### config.mk
export PLATFORM = sky130hd
export DESIGN_NAME = program_loader_ctrl
export DESIGN_NICKNAME = d
export VERILOG_FILES = /design/src/rtl/cpuex_pkg.sv /design/src/rtl/uart_word_assembler.sv /design/src/rtl/program_loader_ctrl.sv
export SDC_FILE = /design/constraint.sdc
export NUM_CORES = 1
export LEC_CHECK = 0
export ABC_AREA = 1
export BUFFER_PORTS_ARGS = -buffer_cell sky130_fd_sc_hd__buf_2
export CORE_AREA = 2 2 85 108
export DETAILED_ROUTE_END_ITERATION = 10
export DIE_AREA = 0 0 87 110
export GPL_TIMING_DRIVEN = 1
export PLACE_DENSITY = 0.88
export SYNTH_ARGS = -nofsm -noshare
export SYNTH_HDL_FRONTEND = slang
export SYNTH_SLANG_ARGS = --single-unit
### constraint.sdc
create_clock -name i_clk -period 3.4 [get_ports i_clk]
set_clock_uncertainty 0.05 [all_clocks]
set_input_delay 0.17 -clock i_clk [delete_from_list [all_inputs] [get_ports i_clk]]
set_output_delay 0.17 -clock i_clk [all_outputs]
set_load 0.02 [all_outputs]
### src/rtl/cpuex_pkg.sv
// Shared types and constants for the program loader: state/status codes,
// send-handshake phases, UART byte type and the header range check.
package cpuex_pkg;

   typedef logic [7:0] uart_byte_t;

   localparam logic [2:0] STATUS_IDLE = 3'b000;
   localparam logic [2:0] STATUS_HDR  = 3'b001;
   localparam logic [2:0] STATUS_DATA = 3'b010;
   localparam logic [2:0] STATUS_ACK  = 3'b011;
   localparam logic [2:0] STATUS_RUN  = 3'b100;

   typedef enum logic [2:0] {
      ST_IDLE = 3'b000,
      ST_HDR  = 3'b001,
      ST_DATA = 3'b010,
      ST_ACK  = 3'b011,
      ST_RUN  = 3'b100
   } loader_state_t;

   typedef enum logic [1:0] {
      SND_WAIT_RDY  = 2'b00,
      SND_WAIT_LOW  = 2'b01,
      SND_WAIT_HIGH = 2'b10,
      SND_PC_RESET  = 2'b11
   } send_phase_t;

   localparam uart_byte_t DEF_ACK_BYTE = 8'hAA;
   localparam uart_byte_t DEF_NAK_BYTE = 8'h55;

   // A header is usable when it names at least one word and fits the memory.
   function automatic logic hdr_ok(input logic [31:0] n, input logic [31:0] cap);
      return (n != 32'd0) && (n <= cap);
   endfunction

endpackage

### src/rtl/uart_word_assembler.sv
// Collects four strobed bytes little-endian into a 32-bit word and emits it
// with a one-cycle valid; a synchronous clear drops any partial word.
module uart_word_assembler
   import cpuex_pkg::*;
(
   input  logic        i_clk,
   input  logic        i_rst_n,
   input  logic        i_clear,
   input  logic        i_valid,
   input  uart_byte_t  i_byte,
   output logic [31:0] o_word,
   output logic        o_word_valid
);

   logic [1:0]  r_cnt;
   logic [23:0] r_low;
   logic [31:0] r_word;
   logic        r_valid;

   // Byte collection; the finished word lives in its own register so a byte
   // arriving during the valid cycle cannot corrupt it.
   always_ff @(posedge i_clk or negedge i_rst_n) begin
      if (!i_rst_n) begin
         r_cnt   <= 2'd0;
         r_low   <= 24'd0;
         r_word  <= 32'd0;
         r_valid <= 1'b0;
      end else if (i_clear) begin
         r_cnt   <= 2'd0;
         r_low   <= 24'd0;
         r_valid <= 1'b0;
      end else begin
         r_valid <= 1'b0;
         if (i_valid) begin
            r_cnt <= r_cnt + 2'd1;
            case (r_cnt)
               2'd0:    r_low[7:0]   <= i_byte;
               2'd1:    r_low[15:8]  <= i_byte;
               2'd2:    r_low[23:16] <= i_byte;
               default: begin
                  r_word  <= {i_byte, r_low};
                  r_low   <= 24'd0;
                  r_valid <= 1'b1;
               end
            endcase
         end
      end
   end

   assign o_word       = r_word;
   assign o_word_valid = r_valid;

endmodule

### src/rtl/program_loader_ctrl.sv
// Start-up sequencer: loads a counted program image from UART into
// instruction memory, acknowledges it, then hands the UART to the core.
module program_loader_ctrl
   import cpuex_pkg::*;
#(
   parameter int         INST_MEM_WIDTH = 10,
   parameter uart_byte_t ACK_BYTE       = DEF_ACK_BYTE,
   parameter uart_byte_t NAK_BYTE       = DEF_NAK_BYTE
) (
   input  logic                      i_clk,
   input  logic                      i_rst_n,
   input  logic                      i_start,
   input  logic                      i_abort,
   input  uart_byte_t                i_rx_data,
   input  logic                      i_rx_valid,
   input  logic                      i_tx_ready,
   output uart_byte_t                o_tx_data,
   output logic                      o_tx_enable,
   output uart_byte_t                o_core_rx_data,
   output logic                      o_core_rx_valid,
   input  uart_byte_t                i_core_tx_data,
   input  logic                      i_core_tx_enable,
   output logic                      o_core_tx_ready,
   output logic                      o_imem_we,
   output logic [INST_MEM_WIDTH-1:0] o_imem_addr,
   output logic [31:0]               o_imem_wdata,
   output logic                      o_core_run,
   output logic                      o_core_pc_reset,
   output logic [2:0]                o_status,
   output logic                      o_error
);

   localparam int              CW       = INST_MEM_WIDTH + 1;
   localparam logic [CW-1:0]   ONE_C    = CW'(1);
   localparam logic [31:0]     CAPACITY = 32'(2 ** INST_MEM_WIDTH);

   loader_state_t r_state, nxt_state;
   send_phase_t   r_phase, nxt_phase;
   logic          r_nak, nxt_nak;
   logic [CW-1:0] r_count, nxt_count;
   logic [CW-1:0] r_widx, nxt_widx;
   logic          r_err, nxt_err;
   logic          r_tx_en, nxt_tx_en;
   uart_byte_t    r_tx_data, nxt_tx_data;
   logic          r_pc_reset, nxt_pc_reset;
   logic          r_core_run;

   logic          w_asm_clear;
   logic          w_asm_valid;
   logic [31:0]   w_word;
   logic          w_word_valid;
   logic          w_start_ok;
   logic          w_run;

   uart_word_assembler u_asm (
      .i_clk        (i_clk),
      .i_rst_n      (i_rst_n),
      .i_clear      (w_asm_clear),
      .i_valid      (w_asm_valid),
      .i_byte       (i_rx_data),
      .o_word       (w_word),
      .o_word_valid (w_word_valid)
   );

   // State and loader-output registers.
   always_ff @(posedge i_clk or negedge i_rst_n) begin
      if (!i_rst_n) begin
         r_state    <= ST_IDLE;
         r_phase    <= SND_WAIT_RDY;
         r_nak      <= 1'b0;
         r_count    <= '0;
         r_widx     <= '0;
         r_err      <= 1'b0;
         r_tx_en    <= 1'b0;
         r_tx_data  <= 8'h00;
         r_pc_reset <= 1'b0;
         r_core_run <= 1'b0;
      end else begin
         r_state    <= nxt_state;
         r_phase    <= nxt_phase;
         r_nak      <= nxt_nak;
         r_count    <= nxt_count;
         r_widx     <= nxt_widx;
         r_err      <= nxt_err;
         r_tx_en    <= nxt_tx_en;
         r_tx_data  <= nxt_tx_data;
         r_pc_reset <= nxt_pc_reset;
         r_core_run <= (nxt_state == ST_RUN);
      end
   end

   // Next-state logic: abort beats start, start beats normal progress.
   always_comb begin
      nxt_state    = r_state;
      nxt_phase    = r_phase;
      nxt_nak      = r_nak;
      nxt_count    = r_count;
      nxt_widx     = r_widx;
      nxt_err      = r_err;
      nxt_tx_en    = 1'b0;
      nxt_tx_data  = 8'h00;
      nxt_pc_reset = 1'b0;
      w_asm_clear  = 1'b0;
      w_start_ok   = i_start && ((r_state == ST_IDLE) || (r_state == ST_ACK) ||
                                 (r_state == ST_RUN));
      w_asm_valid  = i_rx_valid && ((r_state == ST_HDR) || (r_state == ST_DATA));

      if (i_abort) begin
         nxt_state   = ST_IDLE;
         w_asm_clear = 1'b1;
      end else if (w_start_ok) begin
         nxt_state   = ST_HDR;
         nxt_err     = 1'b0;
         nxt_count   = '0;
         nxt_widx    = '0;
         w_asm_clear = 1'b1;
      end else begin
         case (r_state)
            ST_HDR: begin
               if (w_word_valid) begin
                  if (hdr_ok(w_word, CAPACITY)) begin
                     nxt_state = ST_DATA;
                     nxt_count = w_word[CW-1:0];
                  end else begin
                     nxt_state   = ST_ACK;
                     nxt_phase   = SND_WAIT_RDY;
                     nxt_nak     = 1'b1;
                     nxt_err     = 1'b1;
                     w_asm_clear = 1'b1;
                  end
               end else begin
                  nxt_state = ST_HDR;
               end
            end
            ST_DATA: begin
               if (w_word_valid) begin
                  nxt_widx = r_widx + ONE_C;
                  if (r_widx == (r_count - ONE_C)) begin
                     nxt_state   = ST_ACK;
                     nxt_phase   = SND_WAIT_RDY;
                     nxt_nak     = 1'b0;
                     w_asm_clear = 1'b1;
                  end else begin
                     nxt_state = ST_DATA;
                  end
               end else begin
                  nxt_state = ST_DATA;
               end
            end
            ST_ACK: begin
               w_asm_clear = 1'b1;
               case (r_phase)
                  SND_WAIT_RDY: begin
                     if (i_tx_ready) begin
                        nxt_tx_en   = 1'b1;
                        nxt_tx_data = r_nak ? NAK_BYTE : ACK_BYTE;
                        nxt_phase   = SND_WAIT_LOW;
                     end else begin
                        nxt_phase = SND_WAIT_RDY;
                     end
                  end
                  SND_WAIT_LOW: begin
                     if (!i_tx_ready) begin
                        nxt_phase = SND_WAIT_HIGH;
                     end else begin
                        nxt_phase = SND_WAIT_LOW;
                     end
                  end
                  SND_WAIT_HIGH: begin
                     if (i_tx_ready && r_nak) begin
                        nxt_state = ST_IDLE;
                     end else if (i_tx_ready) begin
                        nxt_pc_reset = 1'b1;
                        nxt_phase    = SND_PC_RESET;
                     end else begin
                        nxt_phase = SND_WAIT_HIGH;
                     end
                  end
                  default: nxt_state = ST_RUN;
               endcase
            end
            ST_IDLE: w_asm_clear = 1'b1;
            ST_RUN:  w_asm_clear = 1'b1;
            default: begin
               nxt_state   = ST_IDLE;
               w_asm_clear = 1'b1;
            end
         endcase
      end
   end

   // UART ownership follows the run state; outside RUN the core sees nothing.
   assign w_run           = (r_state == ST_RUN);
   assign o_core_rx_data  = w_run ? i_rx_data : 8'h00;
   assign o_core_rx_valid = w_run & i_rx_valid;
   assign o_core_tx_ready = w_run & i_tx_ready;
   assign o_tx_data       = w_run ? i_core_tx_data : r_tx_data;
   assign o_tx_enable     = w_run ? i_core_tx_enable : r_tx_en;

   assign o_imem_we       = w_word_valid && (r_state == ST_DATA);
   assign o_imem_addr     = r_widx[INST_MEM_WIDTH-1:0];
   assign o_imem_wdata    = w_word;
   assign o_core_run      = r_core_run;
   assign o_core_pc_reset = r_pc_reset;
   assign o_status        = r_state;
   assign o_error         = r_err;

endmodule

==> impl_metrics.toml, run 1 <==
[global_routing]
antenna_found_initial = 0
grt_pass1_wl_um = 20700
grt_util_all_layers_pct = 27.8
grt_max_degree = 36
grt_overflow = 0
grtUsageMet1_pct = 33.0
grt_pass1_vias = 4548
use_met2_pct = 48.1
use_met3_pct = 5.06
top_usage_layer = "met2"

[sta]
hold_viol_final = 0
timing.setup.tns_ns = 0
drv_slew = 0
period_minus_slack_ns = 2.68
slew-limit-headroom_pct = 40.2
worst_pin_slew_ns = 0.894
fin_crit_sh_pct = 79.0
rsz0062_at_grt = "false"
finalSetupViolations = 0
max_clock_freq_mhz = 372

[routing]
wl_per_cell_um = 15.2
vias_per_cell = 5.68
drt_wl_total_um = 12600
num_vias = 4737
ant_nets = 0
drt_iter0_markers = 391
dr.pass1.iters = 6
drcViolationCount = 0

[placed_design]
dp_cells = 817
io_buffers = 90
gp_congestion = 0.955
hpwl_um = 9220
place_area_sq_um = 5490

[pwr]
p_per_area_nw_per_um2 = 365
combPwrFrac_pct = 7.3
peakVddDrop_mv = 0.292
p_switching_uw = 501
leakagePower_nw = 3.14
swShare_pct = 24.0
internal_power_mw = 1.59
seqPwrFrac_pct = 54.0
p_clk_share_pct = 38.7

[die]
start_util_pct = 59.7
coreArea_sq_um = 8510
die_x_um = 87
dieArea_sq_um = 9570
ios = 91
rows = 38
die_height_um = 110

[status]
status = "complete, no violations"

[cts]
cts_sinks = 93
clkLatencyLatePin_ns = 0.37
cts_repair_resize_count = 0
root_buffer = "clkbuf_8"
path_clk_slew_ns = 0.09
cts.htree.levels = 3
cts_buffers = 9
tritoncts = "built"
clock_path_buffers = 2

[finish]
final_cells = 834
design_area_sq_um = 5730
post-route-util_pct = 67.3
fillers = 711
nets = 763
num_antenna_cells = 0
layout-drive-gt1-share_pct = 18.0
syn_to_final_growth_pct = 12.7

[setup_path]
critical_path_class = "reg2reg"
cp-end-kind = "register"
worstPathRequired_ns = 3.59
crit_path_start_kind = "register"
cp_max_fo = 34
worstPathArrival_ns = 2.88

[yosys]
synth_nets = 685
synth_ff_type = "dfrtp_1"
synth_top_area_cell = "dfrtp_1"
yosysWarnings = 0
syn_inst = 652
ys_seq_area_share_pct = 45.8
avgSynthCellArea_sq_um = 7.79
netlist_top_cells_area = "dfrtp_1 46%, nand2_1 10%, o21ai_0 7.1%"
synth.most_common_cell = "nand2_1"
synth.distinct_cells = 40
synth_common_cells = "142 x nand2_1, 93 x dfrtp_1, 83 x nor2_1"
synth_seq_cells = 93
syn_area_sq_um = 5080
async_reset_ff_share_pct = 100
synth_top_area_share_pct = 45.8
synth_edf_count = 0

[flow_run]
drv_cap = 0

[hold_path]
hold_path_class = "in2reg"
-- power by group through the flow --
stage	logic [mW]	registers, mW	clock network (mW)
final	0.152	1.13	0.808
after floorplan	0.0862	1.15	0
after detailed placement	0.149	1.15	0
after CTS	0.152	1.13	0.823
after global placement	0.144	1.15	0
after global routing	0.171	1.13	0.877
-- worst max-delay path, cell delays in order (launching register included) --
cell and delay, ns:
dfrtp_1 0.40, inv_1 0.12, ha_1 0.27, nand2_1 0.17, nor2_2 0.16, o21ai_0 0.12
nand2_1 0.07, nand3_1 0.07, nor2_2 0.15, nand2_2 0.09, nand2_4 0.09, nand2_4 0.22
nand2_2 0.47, nor2_1 0.10
-- cell families after synthesis --
family | after synthesis | share of synthesized area (%)
compound gates | 102 | 10.9
xor+xnor | 9 | 1.55
fa+ha+maj | 10 | 2.46
buf+inv | 112 | 9.98
flops | 93 | 45.8
mux | 1 | 0.222
simple gates | 325 | 29.1
-- sequential cells by signal, indices dropped and copies added, names as in the netlist --
name,flops
u_asm.o_word_valid,1
r_phase,2
u_asm.r_cnt,2
u_asm.r_low,24
o_core_pc_reset,1
o_error,1
r_tx_data,2
r_widx,11
r_tx_en,1
o_core_run,1
r_count,11
o_status,3
r_nak,1
u_asm.o_word,32
-- worst paths after layout --
path                                   startpoint                      endpoint  slack, ns  cells after the start
min reg2reg                     r_nak$_DFFE_PN0P_        r_tx_data[5]$_DFF_PN0_       0.44                      1
max reg2reg                r_count[0]$_DFFE_PN0P_   u_asm.r_low[20]$_DFFE_PN0P_       0.72                     13
min in group asynchronous                 i_rst_n         r_widx[2]$_DFFE_PN0P_       0.24                      2
max                        r_count[0]$_DFFE_PN0P_   u_asm.r_low[20]$_DFFE_PN0P_       0.72                     13
min                                  i_rx_data[0]  u_asm.o_word[24]$_DFFE_PN0P_       0.02                      3
max in group asynchronous                 i_rst_n  u_asm.o_word[26]$_DFFE_PN0P_       2.28                      3
-- final cells by class --
| class | instances | area, sq um | share of cell area (%) |
|---|---|---|---|
| inverters | 83 | 312 | 5.44 |
| clock buffers | 11 | 141 | 2.47 |
| clock inverters | 4 | 72.6 | 1.27 |
| well taps | 100 | 125 | 2.19 |
| flip-flops and latches | 93 | 2330 | 40.6 |
| repair buffers | 96 | 503 | 8.78 |
| multi-input cells | 447 | 2240 | 39.2 |
-- layer usage --
layer,up-vias,share of wire (%)
met5,-,0
met4,0,3.1
met3,35,6.1
met2,199,51
met1,2234,40
li1,2269,-
-- placed cells by master, fill, tap and decap left out, types with 2 or more instances in the layout --
master	n
nor3_1	8
inv_2	2
nand2_4	2
dfrtp_1	93
nor2_1	83
xnor2_1	5
nor2_2	7
bufinv_16	2
nand3_1	30
nand2_1	142
nor4_1	2
xor2_1	4
o31ai_1	3
o21ai_0	72
inv_1	81
dlygate4sd3_1	2
nand4_1	39
o22ai_1	5
buf_4	5
nor3_4	2
nand2_2	4
buf_2	89
ha_1	10
a21oi_1	15
clkbuf_8	10
-- repair_timing --
action / 4_1_cts / 5_1_grt
buffers inserted: 0 / 0
hold endpoints to repair: 33 / 0
hold buffers: 2 / 0
-- stage by stage --
stage / hold slack, ns / setup WS [ns] / power [mW]
2_1_floorplan: -0.176 / 1.31 / 1.24
3_3_place_gp: 0.0823 / 0.927 / 1.29
3_5_place_dp: 0.0914 / 0.780 / 1.30
4_1_cts: 0.00181 / 0.737 / 2.10
5_1_grt: 0.0111 / 0.445 / 2.18
6_report: 0.0191 / 0.715 / 2.09
Power figures use the tool's default switching activity.
==> run 2, diff against run 1 <==
--- a/config.mk
+++ b/config.mk
@@ -5,13 +5,13 @@
 export SDC_FILE = /design/constraint.sdc
 export NUM_CORES = 1
 export LEC_CHECK = 0
-export ABC_AREA = 1
+export ABC_AREA = 0
 export BUFFER_PORTS_ARGS = -buffer_cell sky130_fd_sc_hd__buf_2
-export CORE_AREA = 2 2 85 108
+export CORE_AREA = 2 2 91 115
 export DETAILED_ROUTE_END_ITERATION = 10
-export DIE_AREA = 0 0 87 110
+export DIE_AREA = 0 0 93 117
 export GPL_TIMING_DRIVEN = 1
-export PLACE_DENSITY = 0.88
+export PLACE_DENSITY = 0.79
 export SYNTH_ARGS = -nofsm -noshare
 export SYNTH_HDL_FRONTEND = slang
 export SYNTH_SLANG_ARGS = --single-unit
==> constraint.sdc (replaced) <==
create_clock -name i_clk -period 2.3 [get_ports i_clk]
set_clock_uncertainty 0.05 [all_clocks]
set_input_delay 0.115 -clock i_clk [delete_from_list [all_inputs] [get_ports i_clk]]
set_output_delay 0.115 -clock i_clk [all_outputs]
set_load 0.02 [all_outputs]
==> run 2 against run 1 <==
Compared with the run above:
- the flow now finishes with violations (negative setup slack)
- combinational power up 40%
- critical path type unchanged
- highest routed layer unchanged
- register-to-register slack worse by 1.1 ns
- largest power group unchanged
- critical endpoint is now u_asm.r_low[3]$_DFFE_PN0P_
- sequential power up 46%
- power up 64%
- core utilization down 0.53 points
==> impl_metrics.toml, run 2 <==
[pwr]
leakagePower_nw = 3.42
combPwrFrac_pct = 6.2
p_switching_uw = 779
p_clk_share_pct = 45.5
swShare_pct = 22.7
seqPwrFrac_pct = 48.3
peakVddDrop_mv = 0.481
p_per_area_nw_per_um2 = 521
internal_power_mw = 2.65

[cts]
clkLatencyLatePin_ns = 0.34
path_clk_slew_ns = 0.06
cts_sinks = 93
root_buffer = "clkbuf_16"
tritoncts = "built"
cts.htree.levels = 3
cts_buffers = 9
clock_path_buffers = 2

[finish]
multi_input_area_sq_um = 2500
mostFrequentLayoutCell = "dfrtp_1"
post-route-util_pct = 66.7
nets = 651
num_antenna_cells = 0
final_cells = 752
seqCellArea_sq_um = 2330
design_area_sq_um = 6570
fillers = 765
mostFrequentLayoutCells = "93 x dfrtp_1, 89 x buf_2, 73 x buf_4"
largest_register_ffs = 32
layout-drive-gt1-share_pct = 40.8
syn_to_final_growth_pct = 37.0

[yosys]
synth_top_area_share_pct = 48.5
synth_common_cells = "93 x dfrtp_1, 44 x nand2_1, 33 x a21oi_1"
synth_ff_type = "dfrtp_1"
netlist_top_cells_area = "dfrtp_1 48%, mux2_1 7.0%, a21oi_1 3.4%"
avgSynthCellArea_sq_um = 10.3
syn_area_sq_um = 4800
synth_edf_count = 0
synth.distinct_cells = 55
ys_seq_area_share_pct = 48.5
synth_seq_cells = 93
synth_top_area_cell = "dfrtp_1"
synth.most_common_cell = "dfrtp_1"
yosysWarnings = 0
async_reset_ff_share_pct = 100
synth_nets = 497
syn_inst = 464

[routing]
drcViolationCount = 0
route.met3.wl_um = 654
vias_per_cell = 5.66
wl_per_cell_um = 18.3
wl_met1_um = 5490
wl_met2_um = 7270
top_layer = "met4"
num_vias = 4259
dr.pass1.iters = 5
ant_nets = 0
drt_wl_total_um = 13800
drt_iter0_markers = 312

[hold_path]
hold_path_class = "in2reg"
worst_hold_path.endpoint = "o_core_pc_reset$_DFF_PN0_"
hp-start = "i_tx_ready"
whs_path_depth = 3

[status]
status = "complete, but fails checks"
violations = "negative setup slack"

[setup_path]
cp_max_fo = 26
r2r-start = "r_count[0]$_DFFE_PN0P_"
cp-end-kind = "register"
r2r_end = "u_asm.r_low[3]$_DFFE_PN0P_"
critical_path_class = "reg2reg"
crit_path_start_kind = "register"
reg2reg_slack_ns = -0.43
reg2reg_depth = 11
worstPathRequired_ns = 2.48
worstPathArrival_ns = 2.91

[sta]
finalSetupViolations = 63
whs_ns = 0.0153
worst_pin_slew_ns = 0.551
slew-limit-headroom_pct = 63.2
hold_viol_final = 0
fin_ws_ns = -0.434
period_minus_slack_ns = 2.73
drv_slew = 0
rsz0062_at_grt = "true"
max_clock_freq_mhz = 366
fin_crit_sh_pct = 119

[global_routing]
grt_util_all_layers_pct = 25.2
grt_overflow = 0
grt_pass1_vias = 4278
grt_max_degree = 39
antenna_found_initial = 0
grt_pass1_wl_um = 21200

[die]
ios = 91
die_x_um = 93
rows = 41
dieArea_sq_um = 10900
die_height_um = 117
coreArea_sq_um = 9850
start_util_pct = 48.7

[placed_design]
gp_congestion = 0.916
dp_cells = 719
hpwl_um = 9350
place_area_sq_um = 5870
io_buffers = 90

[flow_run]
drv_cap = 0
[run 2: worst max-delay path by stage]
stage / from / end / slack [ns] / cells past startpoint
2_1_floorplan: r_count[0]$_DFFE_PN0P_ / u_asm.o_word[10]$_DFFE_PN0P_ / -0.17 / 10
3_3_place_gp: r_count[0]$_DFFE_PN0P_ / u_asm.r_cnt[1]$_DFFE_PN0P_ / -0.25 / 10
3_5_place_dp: r_count[0]$_DFFE_PN0P_ / u_asm.o_word[17]$_DFFE_PN0P_ / -0.40 / 10
4_1_cts: r_count[0]$_DFFE_PN0P_ / u_asm.r_cnt[1]$_DFFE_PN0P_ / -0.37 / 11
5_1_grt: r_count[0]$_DFFE_PN0P_ / u_asm.o_word[8]$_DFFE_PN0P_ / -0.53 / 11
6_report: r_count[0]$_DFFE_PN0P_ / u_asm.r_low[3]$_DFFE_PN0P_ / -0.43 / 11
[run 2: layer usage]
metal	track usage, %	vias up
met5	0	-
met4	9.02	0
met3	5.12	41
met2	45.3	145
met1	30.1	2108
li1	-	1965
[run 2: worst max-delay path, stage by stage (launching register included)]
cell and delay, ns:
dfrtp_1 0.40, buf_4 0.15, or3_4 0.38, nor2_4 0.12
buf_4 0.13, a32o_1 0.13, a221oi_2 0.06, buf_4 0.13
or4_4 0.54, o211ai_4 0.22, buf_12 0.23, a21oi_1 0.07
[run 2: power by group through the flow]
stage	logic [mW]	registers [mW]	clock network, mW
after global placement	0.184	1.68	0
after CTS	0.205	1.65	1.57
after detailed placement	0.194	1.68	0
final	0.213	1.65	1.56
after global routing	0.236	1.65	1.63
after floorplan	0.0882	1.68	0
[run 2: kinds of logic after synthesis]
kind of cell | count (synthesis) | share of synthesized area (%)
mux | 36 | 8.39
simple gates | 175 | 19.7
compound gates | 86 | 12.3
flops | 93 | 48.5
xor+xnor | 19 | 3.47
buf+inv | 45 | 5.11
fa+ha+maj | 10 | 2.61
[run 2: area by class of cell]
class | count | area share, %
sequential | 93 | 35.4
inverter | 13 | 0.742
multi-input combinational | 327 | 38.0
clock buffer | 13 | 4.11
timing repair buffer | 174 | 18.6
tap | 129 | 2.46
clock inverter | 3 | 0.647
[run 2: stage by stage]
step / worst slack [ns] / power (mW) / setup TNS, ns
floorplan: -0.168 / 1.77 / -7.68
global placement: -0.254 / 1.87 / -14.37
detailed placement: -0.396 / 1.88 / -20.78
CTS: -0.371 / 3.43 / -20.06
global route: -0.528 / 3.52 / -29.51
finish: -0.434 / 3.43 / -23.96
[run 2: repair_timing]
action / 4_1_cts / 5_1_grt
hold endpoints to repair: 37 / 0
gates cloned: 2 / 2
setup buffers: 6 / 5
resized for setup: 25 / 22
pin swaps: 8 / 11
setup endpoints to repair: 74 / 86
hold buffers: 2 / 0
==> run 3, diff against run 2 <==
--- a/config.mk
+++ b/config.mk
@@ -7,9 +7,11 @@
 export LEC_CHECK = 0
 export ABC_AREA = 0
 export BUFFER_PORTS_ARGS = -buffer_cell sky130_fd_sc_hd__buf_2
-export CORE_AREA = 2 2 91 115
+export CELL_PAD_IN_SITES_DETAIL_PLACEMENT = 1
+export CELL_PAD_IN_SITES_GLOBAL_PLACEMENT = 1
+export CORE_AREA = 2 2 103 130
 export DETAILED_ROUTE_END_ITERATION = 10
-export DIE_AREA = 0 0 93 117
+export DIE_AREA = 0 0 105 132
 export GPL_TIMING_DRIVEN = 1
 export PLACE_DENSITY = 0.79
 export SYNTH_ARGS = -nofsm -noshare
==> run 3 against run 2 <==
Compared with the run above:
- the flow still finishes with violations (negative setup slack)
- first-iteration DRC count is 35% lower
- flip-flop and latch count stayed put
- cell count is 6.1% higher
- power is 0.79% lower
- maximum frequency is 2.1% lower
- clock-buffer cell count is 1 higher
- sequential power hardly changed
- sequential share of layout area is 1.2 points lower
==> impl_metrics.toml, run 3 (synthesis gave the netlist of run 2 again) <==
[finish]
post-route-util_pct = 54.3
largest_register_ffs = 32
layout-drive-gt1-share_pct = 44.4
syn_to_final_growth_pct = 42.0
fillers = 1415
nets = 658
mostFrequentLayoutCell = "dfrtp_1"
final_cells = 798
mostFrequentLayoutCells = "91 x dfrtp_1, 89 x buf_2, 75 x buf_4"
num_antenna_cells = 0

[cts]
tritoncts = "built"
clkLatencyLatePin_ns = 0.36
path_clk_slew_ns = 0.07
clock_path_buffers = 2
cts.htree.levels = 3
root_buffer = "clkbuf_16"
cts_buffers = 9
cts_sinks = 93

[pwr]
p_clk_share_pct = 44.1
seqPwrFrac_pct = 48.7
internal_power_mw = 2.55
total_power_mw = 3.40
combPwrFrac_pct = 7.2
swShare_pct = 24.9
peakVddDrop_mv = 0.434
p_switching_uw = 844
p_per_area_nw_per_um2 = 499
leakagePower_nw = 3.45

[status]
status = "complete, but fails checks"
violations = "negative setup slack"

[routing]
drcViolationCount = 0
drt_wl_total_um = 17700
drt_iter0_markers = 202
ant_nets = 0
wl_per_cell_um = 22.1
dr.pass1.iters = 4
num_vias = 4429
vias_per_cell = 5.55

[setup_path]
crit_path_start_kind = "register"
worstPathRequired_ns = 2.49
worstPathArrival_ns = 2.98
critical_path_class = "reg2reg"
cp_max_fo = 8
cp-end-kind = "register"

[sta]
rsz0062_at_grt = "true"
whs_ns = 0.0449
drv_slew = 0
slew-limit-headroom_pct = 61.5
hold_viol_final = 0
fin_ws_ns = -0.492
period_minus_slack_ns = 2.79
worst_pin_slew_ns = 0.577
timing.setup.tns_ns = -31.52
max_clock_freq_mhz = 358
finalSetupViolations = 75
fin_crit_sh_pct = 121

[die]
dieArea_sq_um = 13900
ios = 91
start_util_pct = 38.3
die_x_um = 105
coreArea_sq_um = 12500
rows = 46
die_height_um = 132

[global_routing]
grt_max_degree = 57
grt_util_all_layers_pct = 23.1
grt_pass1_vias = 4605
antenna_found_initial = 0
grt_overflow = 0
grt_pass1_wl_um = 25100

[placed_design]
hpwl_um = 10900
dp_cells = 763
gp_congestion = 0.938
io_buffers = 90

[hold_path]
hold_path_class = "in2reg"

[flow_run]
drv_cap = 0
## run 3: changes by cell type in the layout (fill, tap and decap cells not counted), moves of 5 or more
cell	previous run	this run
mux2_4	21	26
mux2_1	12	6
a21oi_4	0	9
a21oi_1	15	8
## run 3: final cells by class
type | count | area, sq um | area share [%]
multi-input combinational | 327 | 2620 | 38.5
sequential | 93 | 2330 | 34.2
timing repair buffer | 181 | 1310 | 19.3
clock buffer | 14 | 274 | 4.02
tap | 168 | 210 | 3.08
inverter | 13 | 48.8 | 0.716
clock inverter | 2 | 16.3 | 0.239
## run 3: per-stage QoR
stage	worst slack [ns]	cell area, sq um
floorplan	-0.168	4880
global placement	-0.318	5960
detailed placement	-0.433	5960
CTS	-0.385	6460
global route	-0.593	6810
finish	-0.492	6810
## run 3: what timing repair did
action	4_1_cts	5_1_grt
setup buffers	7	5
endpoints found under the setup margin	80	84
resized for setup	30	49
hold buffers	2	0
hold endpoints to repair	38	0
cloned	2	4
pin swaps	4	24
## run 3: path summary, 6_finish.rpt
kind	start	to	slack [ns]	cells past startpoint
hold / removal	i_tx_ready	r_phase[0]$_DFFE_PN0P_	0.04	3
max in group asynchronous	i_rst_n	r_count[4]$_DFFE_PN0P_	1.26	3
setup / recovery	r_count[1]$_DFFE_PN0P_	u_asm.o_word[19]$_DFFE_PN0P_	-0.49	13
setup reg to reg	r_count[1]$_DFFE_PN0P_	u_asm.o_word[19]$_DFFE_PN0P_	-0.49	13
min in group asynchronous	i_rst_n	r_tx_data[6]$_DFF_PN0_	0.24	2
hold reg to reg	o_error$_DFFE_PN0P_	o_error$_DFFE_PN0P_	0.45	2
## run 3: per-layer routing
metal	wire (um)	global-route usage, %	share of wire (%)	vias to the layer above
li1	-	-	-	1976
met5	0	0	0	-
met3	779	3.06	4.4	50
met4	604	9.04	3.4	0
met1	6660	27.0	38	2247
met2	9630	42.4	54	156
## run 3: critical path: stages (launching register included)
cell and delay (ns):
dfrtp_1 0.38, inv_1 0.09, ha_4 0.16, nor4b_4 0.13, buf_4 0.15, buf_4 0.12
or2_2 0.31, nand4b_1 0.14, a21oi_1 0.07, and4bb_4 0.23, o22ai_4 0.19, buf_12 0.16
clkbuf_16 0.16, mux2_4 0.30
## run 3: power groups by stage
stage	sequential (mW)	combinational [mW]	clock, mW
2_1_floorplan	1.68	0.0882	0
3_3_place_gp	1.68	0.187	0
3_5_place_dp	1.68	0.199	0
4_1_cts	1.65	0.214	1.50
5_1_grt	1.65	0.262	1.58
6_report	1.65	0.245	1.50
